File: config.mk
export PLATFORM = sky130hd
export DESIGN_NAME = spi_cfg_regfile
export DESIGN_NICKNAME = d
export VERILOG_FILES = /design/src/rtl/spi_cfg_pkg.sv /design/src/rtl/spi_sync_edge.sv /design/src/rtl/spi_cfg_regfile.sv
export SDC_FILE = /design/constraint.sdc
export NUM_CORES = 2
export LEC_CHECK = 0
export CORE_MARGIN = 4
export CORE_UTILIZATION = 39
export CTS_CLUSTER_SIZE = 25
export DETAILED_ROUTE_END_ITERATION = 7
export PLACE_DENSITY = 0.58
export SLEW_MARGIN = 10
export SYNTH_ARGS = -nofsm -noshare
export SYNTH_HDL_FRONTEND = slang
export SYNTH_SLANG_ARGS = --single-unit
export TNS_END_PERCENT = 20
File: constraint.sdc
create_clock -name clk -period 4.4 [get_ports clk]
set_clock_uncertainty 0.1 [all_clocks]
set_input_delay 0.88 -clock clk [delete_from_list [all_inputs] [get_ports clk]]
set_output_delay 0.88 -clock clk [all_outputs]
set_load 0.005 [all_outputs]
File: src/rtl/spi_cfg_pkg.sv
// Shared constants and types for the SPI configuration register bank.
package spi_cfg_pkg;
  localparam int CMD_W_BIT    = 7;
  localparam int CMD_IMM_BIT  = 6;
  localparam int CMD_ADDR_LSB = 0;
  localparam int CMD_ADDR_W   = 6;

  typedef enum logic [1:0] {IDLE, CMD, DATA} spi_state_e;

  localparam logic [255:0] DEFAULT_RESET_CFG = {224'h0, 32'h80FC_0000};
endpackage

File: src/rtl/spi_sync_edge.sv
// Two-flop synchroniser for an asynchronous pin, with rise/fall event pulses.
module spi_sync_edge #(
  parameter logic RST_VAL = 1'b0
) (
  input  logic clk,
  input  logic rst_n,
  input  logic din,
  output logic lvl,
  output logic rise,
  output logic fall
);
  logic s1, s2, s3;

  always_ff @(posedge clk) begin
    if (!rst_n) begin
      s1 <= RST_VAL;
      s2 <= RST_VAL;
      s3 <= RST_VAL;
    end else begin
      s1 <= din;
      s2 <= s1;
      s3 <= s2;
    end
  end

  // Events are acted on at the third clk edge after the pin changes.
  assign lvl  = s2;
  assign rise = s2 & ~s3;
  assign fall = ~s2 & s3;
endmodule

File: src/rtl/spi_cfg_regfile.sv
// SPI-slave config register bank with shadow/active copies committed at frame start.
module spi_cfg_regfile
  import spi_cfg_pkg::*;
#(
  parameter int NUM_REGS  = 8,
  parameter int REG_WIDTH = 32,
  parameter int ADDR_W    = 3,
  parameter logic [NUM_REGS*REG_WIDTH-1:0] RESET_CFG =
    (NUM_REGS*REG_WIDTH)'(DEFAULT_RESET_CFG)
) (
  input  logic                          clk,
  input  logic                          rst_n,
  input  logic                          ena,
  input  logic                          sclk,
  input  logic                          ss_n,
  input  logic                          mosi,
  output logic                          miso,
  input  logic                          frame_start,
  output logic [NUM_REGS*REG_WIDTH-1:0] cfg_active,
  output logic [NUM_REGS-1:0]           cfg_pending,
  output logic                          busy
);
  localparam int CNT_W = $clog2(REG_WIDTH);

  logic sclk_lvl, sclk_rise, sclk_fall;
  logic ss_lvl, ss_rise, ss_fall;
  logic mosi_lvl, mosi_rise, mosi_fall;

  spi_sync_edge #(.RST_VAL(1'b0)) u_sclk (
    .clk(clk), .rst_n(rst_n), .din(sclk), .lvl(sclk_lvl), .rise(sclk_rise), .fall(sclk_fall));
  spi_sync_edge #(.RST_VAL(1'b1)) u_ss (
    .clk(clk), .rst_n(rst_n), .din(ss_n), .lvl(ss_lvl), .rise(ss_rise), .fall(ss_fall));
  spi_sync_edge #(.RST_VAL(1'b0)) u_mosi (
    .clk(clk), .rst_n(rst_n), .din(mosi), .lvl(mosi_lvl), .rise(mosi_rise), .fall(mosi_fall));

  logic unused_ok;
  assign unused_ok = &{1'b0, sclk_lvl, mosi_rise, mosi_fall};

  spi_state_e state_q, state_d;
  logic [CNT_W-1:0]            cnt_q;
  logic [REG_WIDTH-2:0]        in_sr;
  logic [REG_WIDTH-1:0]        out_sr;
  logic                        miso_q;
  logic                        cmd_w_q, cmd_imm_q;
  logic [CMD_ADDR_W-1:0]       addr_q, addr_next;
  logic [REG_WIDTH-1:0]        word_in;
  logic [7:0]                  cmd_byte;
  logic                        word_done, wr_en;
  logic [NUM_REGS-1:0][REG_WIDTH-1:0] act_q;
  logic [NUM_REGS-1:0]         pend_q;

  assign word_in   = {in_sr, mosi_lvl};
  assign cmd_byte  = word_in[7:0];
  assign addr_next = (int'(addr_q) == NUM_REGS-1) ? '0 : addr_q + 1'b1;

  // Out-of-range addresses use the full 6-bit field and read as zero.
  function automatic logic [REG_WIDTH-1:0] rd_word(input logic [CMD_ADDR_W-1:0] a);
    return (int'(a) < NUM_REGS) ? act_q[a[ADDR_W-1:0]] : '0;
  endfunction

  always_ff @(posedge clk) begin
    if (!rst_n) state_q <= IDLE;
    else        state_q <= state_d;
  end

  always_comb begin
    state_d = state_q;
    if (!ena || ss_rise) state_d = IDLE;
    else begin
      case (state_q)
        IDLE:    if (ss_fall) state_d = CMD;
        CMD:     if (sclk_rise && cnt_q == CNT_W'(7)) state_d = DATA;
        default: ;
      endcase
    end
  end

  assign word_done = (state_q == DATA) && (state_d == DATA) && sclk_rise &&
                     (cnt_q == CNT_W'(REG_WIDTH-1));
  assign wr_en     = word_done && cmd_w_q && (int'(addr_q) < NUM_REGS);

  always_ff @(posedge clk) begin
    if (!rst_n) begin
      cnt_q     <= '0;
      in_sr     <= '0;
      out_sr    <= '0;
      miso_q    <= 1'b0;
      cmd_w_q   <= 1'b0;
      cmd_imm_q <= 1'b0;
      addr_q    <= '0;
    end else if (state_q == IDLE || state_d == IDLE) begin
      cnt_q  <= '0;
      miso_q <= 1'b0;
    end else if (sclk_rise) begin
      in_sr <= word_in[REG_WIDTH-2:0];
      if (state_q == CMD) begin
        if (cnt_q == CNT_W'(7)) begin
          cnt_q     <= '0;
          cmd_w_q   <= cmd_byte[CMD_W_BIT];
          cmd_imm_q <= cmd_byte[CMD_IMM_BIT];
          addr_q    <= cmd_byte[CMD_ADDR_LSB +: CMD_ADDR_W];
          out_sr    <= rd_word(cmd_byte[CMD_ADDR_LSB +: CMD_ADDR_W]);
        end else begin
          cnt_q <= cnt_q + 1'b1;
        end
      end else if (cnt_q == CNT_W'(REG_WIDTH-1)) begin
        cnt_q  <= '0;
        addr_q <= addr_next;
        out_sr <= rd_word(addr_next);
      end else begin
        cnt_q <= cnt_q + 1'b1;
      end
    end else if (sclk_fall && state_q == DATA) begin
      miso_q <= ~cmd_w_q & out_sr[REG_WIDTH-1];
      out_sr <= out_sr << 1;
    end
  end

  // Per-register shadow/active pair; a write on the frame clk is applied after
  // the commit so it stays pending, except an immediate write which wins.
  for (genvar i = 0; i < NUM_REGS; i++) begin : g_reg
    logic [REG_WIDTH-1:0] sh, act;
    logic                 pend, hit;
    assign hit = wr_en && (int'(addr_q) == i);

    always_ff @(posedge clk) begin
      if (!rst_n) begin
        sh   <= RESET_CFG[i*REG_WIDTH +: REG_WIDTH];
        act  <= RESET_CFG[i*REG_WIDTH +: REG_WIDTH];
        pend <= 1'b0;
      end else begin
        if (frame_start && pend) begin
          act  <= sh;
          pend <= 1'b0;
        end
        if (hit) begin
          sh <= word_in;
          if (cmd_imm_q) begin
            act  <= word_in;
            pend <= 1'b0;
          end else begin
            pend <= 1'b1;
          end
        end
      end
    end

    assign act_q[i]  = act;
    assign pend_q[i] = pend;
  end

  assign cfg_active  = act_q;
  assign cfg_pending = pend_q;
  assign busy        = (state_q != IDLE);
  assign miso        = miso_q & ena & ~ss_lvl;
endmodule

### Word level (Yosys, flattened, before mapping)

Index checks and enable logic that the tools add are counted.

* word-level logic and storage cells: 186
* latch bits: 0
* output and inout bits: 266
* memory bits (writable): 0
* ROM bits: 0
* flip-flop bits (word level): 607
* memories: 0
* input port bits: 7

* equal/unequal tests: 15
* divide/modulo/power cells: 0
* reductions and logical operators: 46
* bitwise gates (word level): 15
* shift operators: 0
* order comparisons: 5
* multiply operators: 0
* multiplexer cells: 63
* $add $sub $neg: 2

Operator list (number)
* $mux 32: 33
* $bmux 32 s3: 2
* $eq 6x4->1 const B: 4
* $mux 6: 4
* $logic_and 1x1->1: 23
* $reduce_bool 2->1: 11
* $lt 6x4->1 const B: 3
* $mux 1: 17
* $mux 5: 3
* $eq 6x3->1 const B: 2
* $reduce_and 4->1: 3
* $lt 3x4->1 const B: 2
* $not 1->1: 8
* $and 1x1->1: 7
* $add 6x1->6 const B: 1
* $eq 6x2->1 const B: 1
* $logic_not 6->1: 1
* $mux 2: 3
* $add 5x1->5 const B: 1
* $eq 5x3->1 const B: 1
* $eq 5x5->1 const B: 1
* $eq 2x2->1 const B: 2
* $logic_not 2->1: 2
* $pmux 2 s2: 1
* other kinds (8): 10

### Depth between registers and ports, before layout

* word-level depth: 14
* mapped depth: 11
* gate-level depth less buffers: 8

### Cells and area by module

A second synthesis with hierarchy kept.

* cell total of the unflattened synthesis: 3665
* area, all modules: 29871.1 µm²

By module, submodules not included
* spi_cfg_regfile: sequential area each 11991.5 µm², area an instance 29597.1 µm², cells an instance 3641, instances 1
* spi_sync_edge: sequential area each 60.1 µm², area an instance 91.3 µm², cells an instance 8, instances 3

### Worst setup path after synthesis

No wires, ideal clock.

* path kind: input port to flip-flop
* start: input port ena
* end: register g_reg[1].act[3]
* cell stages on the path: 7
* path slack: 1.975 ns
* required time: 4.153 ns
* setup time: 0.147 ns
* buffers on the path: 3
* data arrival time: 2.178 ns
* cells stage by stage: and2_1 > clkbuf_1 > buf_1 > nand4_4 > buf_2 > nor2_1 > a311oi_2

* cells in the longest elaborated chain, start to end: 11

Ends and longest elaborated chain
* from (decl): line spi_cfg_regfile.sv:13 `input logic ena,`
* $logic_not 1->1: line spi_cfg_regfile.sv:68 `if (!ena || ss_rise) state_d = IDLE;`
* $logic_or 1x1->1: line spi_cfg_regfile.sv:68
* $mux 2: line spi_cfg_regfile.sv:68
* $eq 2x2->1: line spi_cfg_regfile.sv:78 `assign word_done = (state_q == DATA) && (state_d == DATA) && sclk_rise &&`
* $logic_and 1x1->1 (3 in a row): line spi_cfg_regfile.sv:78
* $logic_and 1x1->1 (2 in a row): line spi_cfg_regfile.sv:80 `assign wr_en = word_done && cmd_w_q && (int'(addr_q) < NUM_REGS);`
* $logic_and 1x1->1: line spi_cfg_regfile.sv:124 `assign hit = wr_en && (int'(addr_q) == i);`
* $mux 32: line spi_cfg_regfile.sv:136 `if (hit) begin`
* to (signal assigned): line spi_cfg_regfile.sv:129 `act <= RESET_CFG[i*REG_WIDTH +: REG_WIDTH];`
* to (signal assigned): line spi_cfg_regfile.sv:133 `act <= sh;`
* to (signal assigned): line spi_cfg_regfile.sv:139 `act <= word_in;`
* to (decl): line spi_cfg_regfile.sv:122 `logic [REG_WIDTH-1:0] sh, act;`

Every way passes these cells.
A chain may end at the register's enable or synchronous reset.

### Worst setup path in the final report

* start: register addr_q[0]
* end: register out_sr[29]

* cells in the longest elaborated chain, start to end: 8
* elaborated cells between the ends (all ways): 10
* those cells by class: add/sub (1); order compare (1); eq/ne (1); mux (7)

Ends and longest elaborated chain
* from (decl): line spi_cfg_regfile.sv:45 `logic [CMD_ADDR_W-1:0] addr_q, addr_next;`
* from (signal assigned): line spi_cfg_regfile.sv:101 `addr_q <= cmd_byte[CMD_ADDR_LSB +: CMD_ADDR_W];`
* from (signal assigned): line spi_cfg_regfile.sv:108 `addr_q <= addr_next;`
* $add 6x1->6 / $eq 6x4->1 (equally long branches): line spi_cfg_regfile.sv:54 `assign addr_next = (int'(addr_q) == NUM_REGS-1) ? '0 : addr_q + 1'b1;`
* $mux 6 *: line spi_cfg_regfile.sv:54
* branches (longest 2 deep; another with $lt 6x4->1)
* $mux 32 *: line spi_cfg_regfile.sv:58 `return (int'(a) < NUM_REGS) ? act_q[a[ADDR_W-1:0]] : '0;`
* $mux 32 *: line spi_cfg_regfile.sv:106 `end else if (cnt_q == CNT_W'(REG_WIDTH-1)) begin`
* $mux 32 *: line spi_cfg_regfile.sv:96 `if (state_q == CMD) begin`
* $mux 32 *: line spi_cfg_regfile.sv:94 `end else if (sclk_rise) begin`
* to (signal assigned): line spi_cfg_regfile.sv:102 `out_sr <= rd_word(cmd_byte[CMD_ADDR_LSB +: CMD_ADDR_W]);`
* to (signal assigned): line spi_cfg_regfile.sv:109 `out_sr <= rd_word(addr_next);`
* to (signal assigned): line spi_cfg_regfile.sv:115 `out_sr <= out_sr << 1;`
* to (decl): line spi_cfg_regfile.sv:42 `logic [REG_WIDTH-1:0] out_sr;`

Mark *: on every way between the ends. The select of a mux whose other input is x is not followed.

==> results.toml <==
[critical_path]
crit_fanout = 19
startpoint = "addr_q[0]"
worstSetupEndpointType = "flip-flop"
r2r_cells = 6
rr_startpoint = "addr_q[0]"
worstPathRequired_ns = 4.80
cp-endpoint = "out_sr[29]"
startpoint_type = "flip-flop"
r2r_end = "out_sr[29]"
r2r_setup_slack_ns = 0.72
arrival_ns = 4.08
path_class = "flip-flop to flip-flop"

[detailed_routing]
dr.pass1.iters = 6
ant_nets = 0
via_per_inst = 6.081
drt_iter0_markers = 2765
wl_per_cell_um = 25.94
wl_mm = 117.7
drcViolationCount = 0
vias = 27590

[synthesis]
synth.distinct_cells = 66
synth-edff-count = 0
synth_largest_area_cell = "dfxtp_1"
ys_warn_count = 0
synth_common_cells = "829 x nand2_1, 607 x dfxtp_1, 298 x a21oi_1"
syn_area_mm2 = 0.02961
synth_seq_area_share_pct = 41.04
netlist_instances = 3484
syn_area_per_cell_um2 = 8.498
synth-async-reset-ratio_pct = 0
synth_seq_cells = 607
syn-num-nets = 3497
synthFlopType = "dfxtp_1"
synth_top_area_share_pct = 41.04
synth.area.top_cells = "dfxtp_1 41%, nand2_1 11%, mux2_2 6.0%, a21oi_1 5.0%, mux4_2 4.9%"
yosysMostFrequentCell = "nand2_1"

[die]
num_rows = 100
die_area_mm2 = 0.08039
start_util_pct = 39.57
die_x_um = 283.5
ios = 273
core_mm2 = 0.07482
die_h_um = 283.5

[pwr]
power_leakage_nw = 12.35
ir_drop_mv = 0.1991
pwr_density_cell_mw_per_mm2 = 336.4

[grt]
grt_max_degree = 180
antenna_found_initial = 1
overflow = 0
grt_usage_pct = 28.08
grt_pass1_wl_mm = 174.7
grt_pass1_vias = 25840

[status]
status = "finished, final reports clean"

[sta]
min_period_over_period_pct = 83.57
finalHoldViolCount = 0
rsz0062_at_grt = "no"
tightest_slew_ns = 1.189
setup_viol = 0
period_minus_slack_ns = 3.677
clock.fmax_ghz = 0.2720
slew_violations = 0
max_slew_margin_pct = 20.53
hold_slack_ns = 0.3032
fin_setup_tns_ns = 0

[clock_network]
postCtsHoldBufs = 0
clock-sinks = 607
root_buffer = "clkbuf_16"
clkTransAtPathRegs_ns = 0.06
cts-buffers-inserted = 70
post_cts_resized = 0
clock_path_buffers = 3
post-cts-setup-buffers = 0
htree_num_levels = 3
cts_tree = "built"
clkLatencyLatePin_ns = 0.62

[placement]
portBuffers = 272
placed_cell_area_mm2 = 0.03279
dpl.hpwl_mm = 76.56
gp_congestion = 0.8715
dp_cells = 4412

[final_layout]
areaGrowthSynthToFinish_pct = 18.67
drive_gt1_share_pct = 13.83
postLayoutCellArea_mm2 = 0.03514
nNetsFinal = 3528
stdcell_count = 4536

[min_path]
min_path_type = "flip-flop to flip-flop"

[run]
cap_viol_max_count = 0
## layer usage
metal  wire, um  track usage (%)  vias to the layer above  part of all wire, %
met5          0                0                        -                    0
met4       4647            10.66                        0                  3.9
met3       9317            4.771                      270                  7.9
met2      54030            45.19                     1304                   46
met1      49680            37.86                    13560                   42
li1           -                -                    12450                    -
## report_power, final
| part | leakage, nW | total (mW) | internal [mW] | switching, mW |
|---|---|---|---|---|
| clock | 1.15 | 6.07 | 3.64 | 2.43 |
| combinational | 6.31 | 0.246 | 0.0556 | 0.191 |
| sequential | 4.89 | 5.50 | 5.50 | 0.00528 |
| total | 12.4 | 11.8 | 9.20 | 2.62 |
## registers in the layout (all words and copies together), names as in the netlist
register	flops
cmd_w_q	1
g.sh	256
cmd_imm_q	1
u_ss.s1	1
u_mosi.lvl	1
out_sr	32
state_q	2
g.pend	8
addr_q	6
u_sclk.s1	1
u_sclk.s3	1
u_ss.s3	1
u_sclk.lvl	1
miso_q	1
cnt_q	5
u_ss.lvl	1
g.act	256
u_mosi.s1	1
in_sr	31
## logic make-up after synthesis
kind of cell / count (synthesis) / synth area share [%]
simple gates: 1385 / 19.86
compound gates: 712 / 17.40
flops: 607 / 41.04
buf+inv: 419 / 6.089
mux: 351 / 15.24
fa+ha+maj: 6 / 0.2535
xor+xnor: 4 / 0.1183
## cell usage in the layout (no fill, tap or decap), types with 11 or more instances in the layout
master / count
a211o_1: 32
a21oi_1: 297
a221o_1: 31
a221oi_1: 31
a311oi_1: 153
a311oi_2: 32
a32oi_1: 31
and3_1: 15
buf_12: 14
buf_4: 83
clkbuf_1: 22
clkbuf_16: 73
clkbuf_8: 11
clkdlybuf4s50_1: 270
dfxtp_1: 601
mux2_2: 159
mux2i_1: 128
mux4_2: 64
nand2_1: 824
nand3_1: 237
nor2_1: 205
nor2b_1: 34
o21ai_0: 21
o21ai_1: 30
o221ai_1: 30
## layout make-up
type	count	area, um^2
Fill cell	7339	39680
Multi-Input combinational cell	2458	15750
Sequential cell	607	12160
Timing Repair Buffer	368	3617
Clock buffer	106	2061
Tap cell	969	1212
Clock inverter	17	282.8
Inverter	10	45.04
Antenna cell	1	2.502
## critical path: stages (launching register included)
cell and delay (ns):
dfxtp_2 0.68, ha_1 0.64, xor2_1 0.46, nand2_1 0.83, buf_4 0.46, o221ai_1 0.30
o21ai_1 0.10
## metrics by stage
step	setup slack, ns	power [mW]	util [%]
after CTS	0.8979	11.89	46.96
after floorplan	1.975	5.784	-
after global placement	0.8766	5.867	43.83
after detailed placement	0.8243	5.866	43.83
final	0.7230	11.82	46.96
after global routing	0.6262	12.11	46.96
## how the worst min path moves through the flow
stage               startpoint  endpoint  slack [ns]  cells after the start
finish                 u_ss.s1  u_ss.lvl        0.30                      1
global route           u_ss.s1  u_ss.lvl        0.33                      1
CTS                    u_ss.s1  u_ss.lvl        0.31                      1
detailed placement     u_ss.s1  u_ss.lvl        0.29                      1
global placement       u_ss.s1  u_ss.lvl        0.29                      1
floorplan              u_ss.s1  u_ss.lvl        0.29                      1
Power figures use the tool's default switching activity.
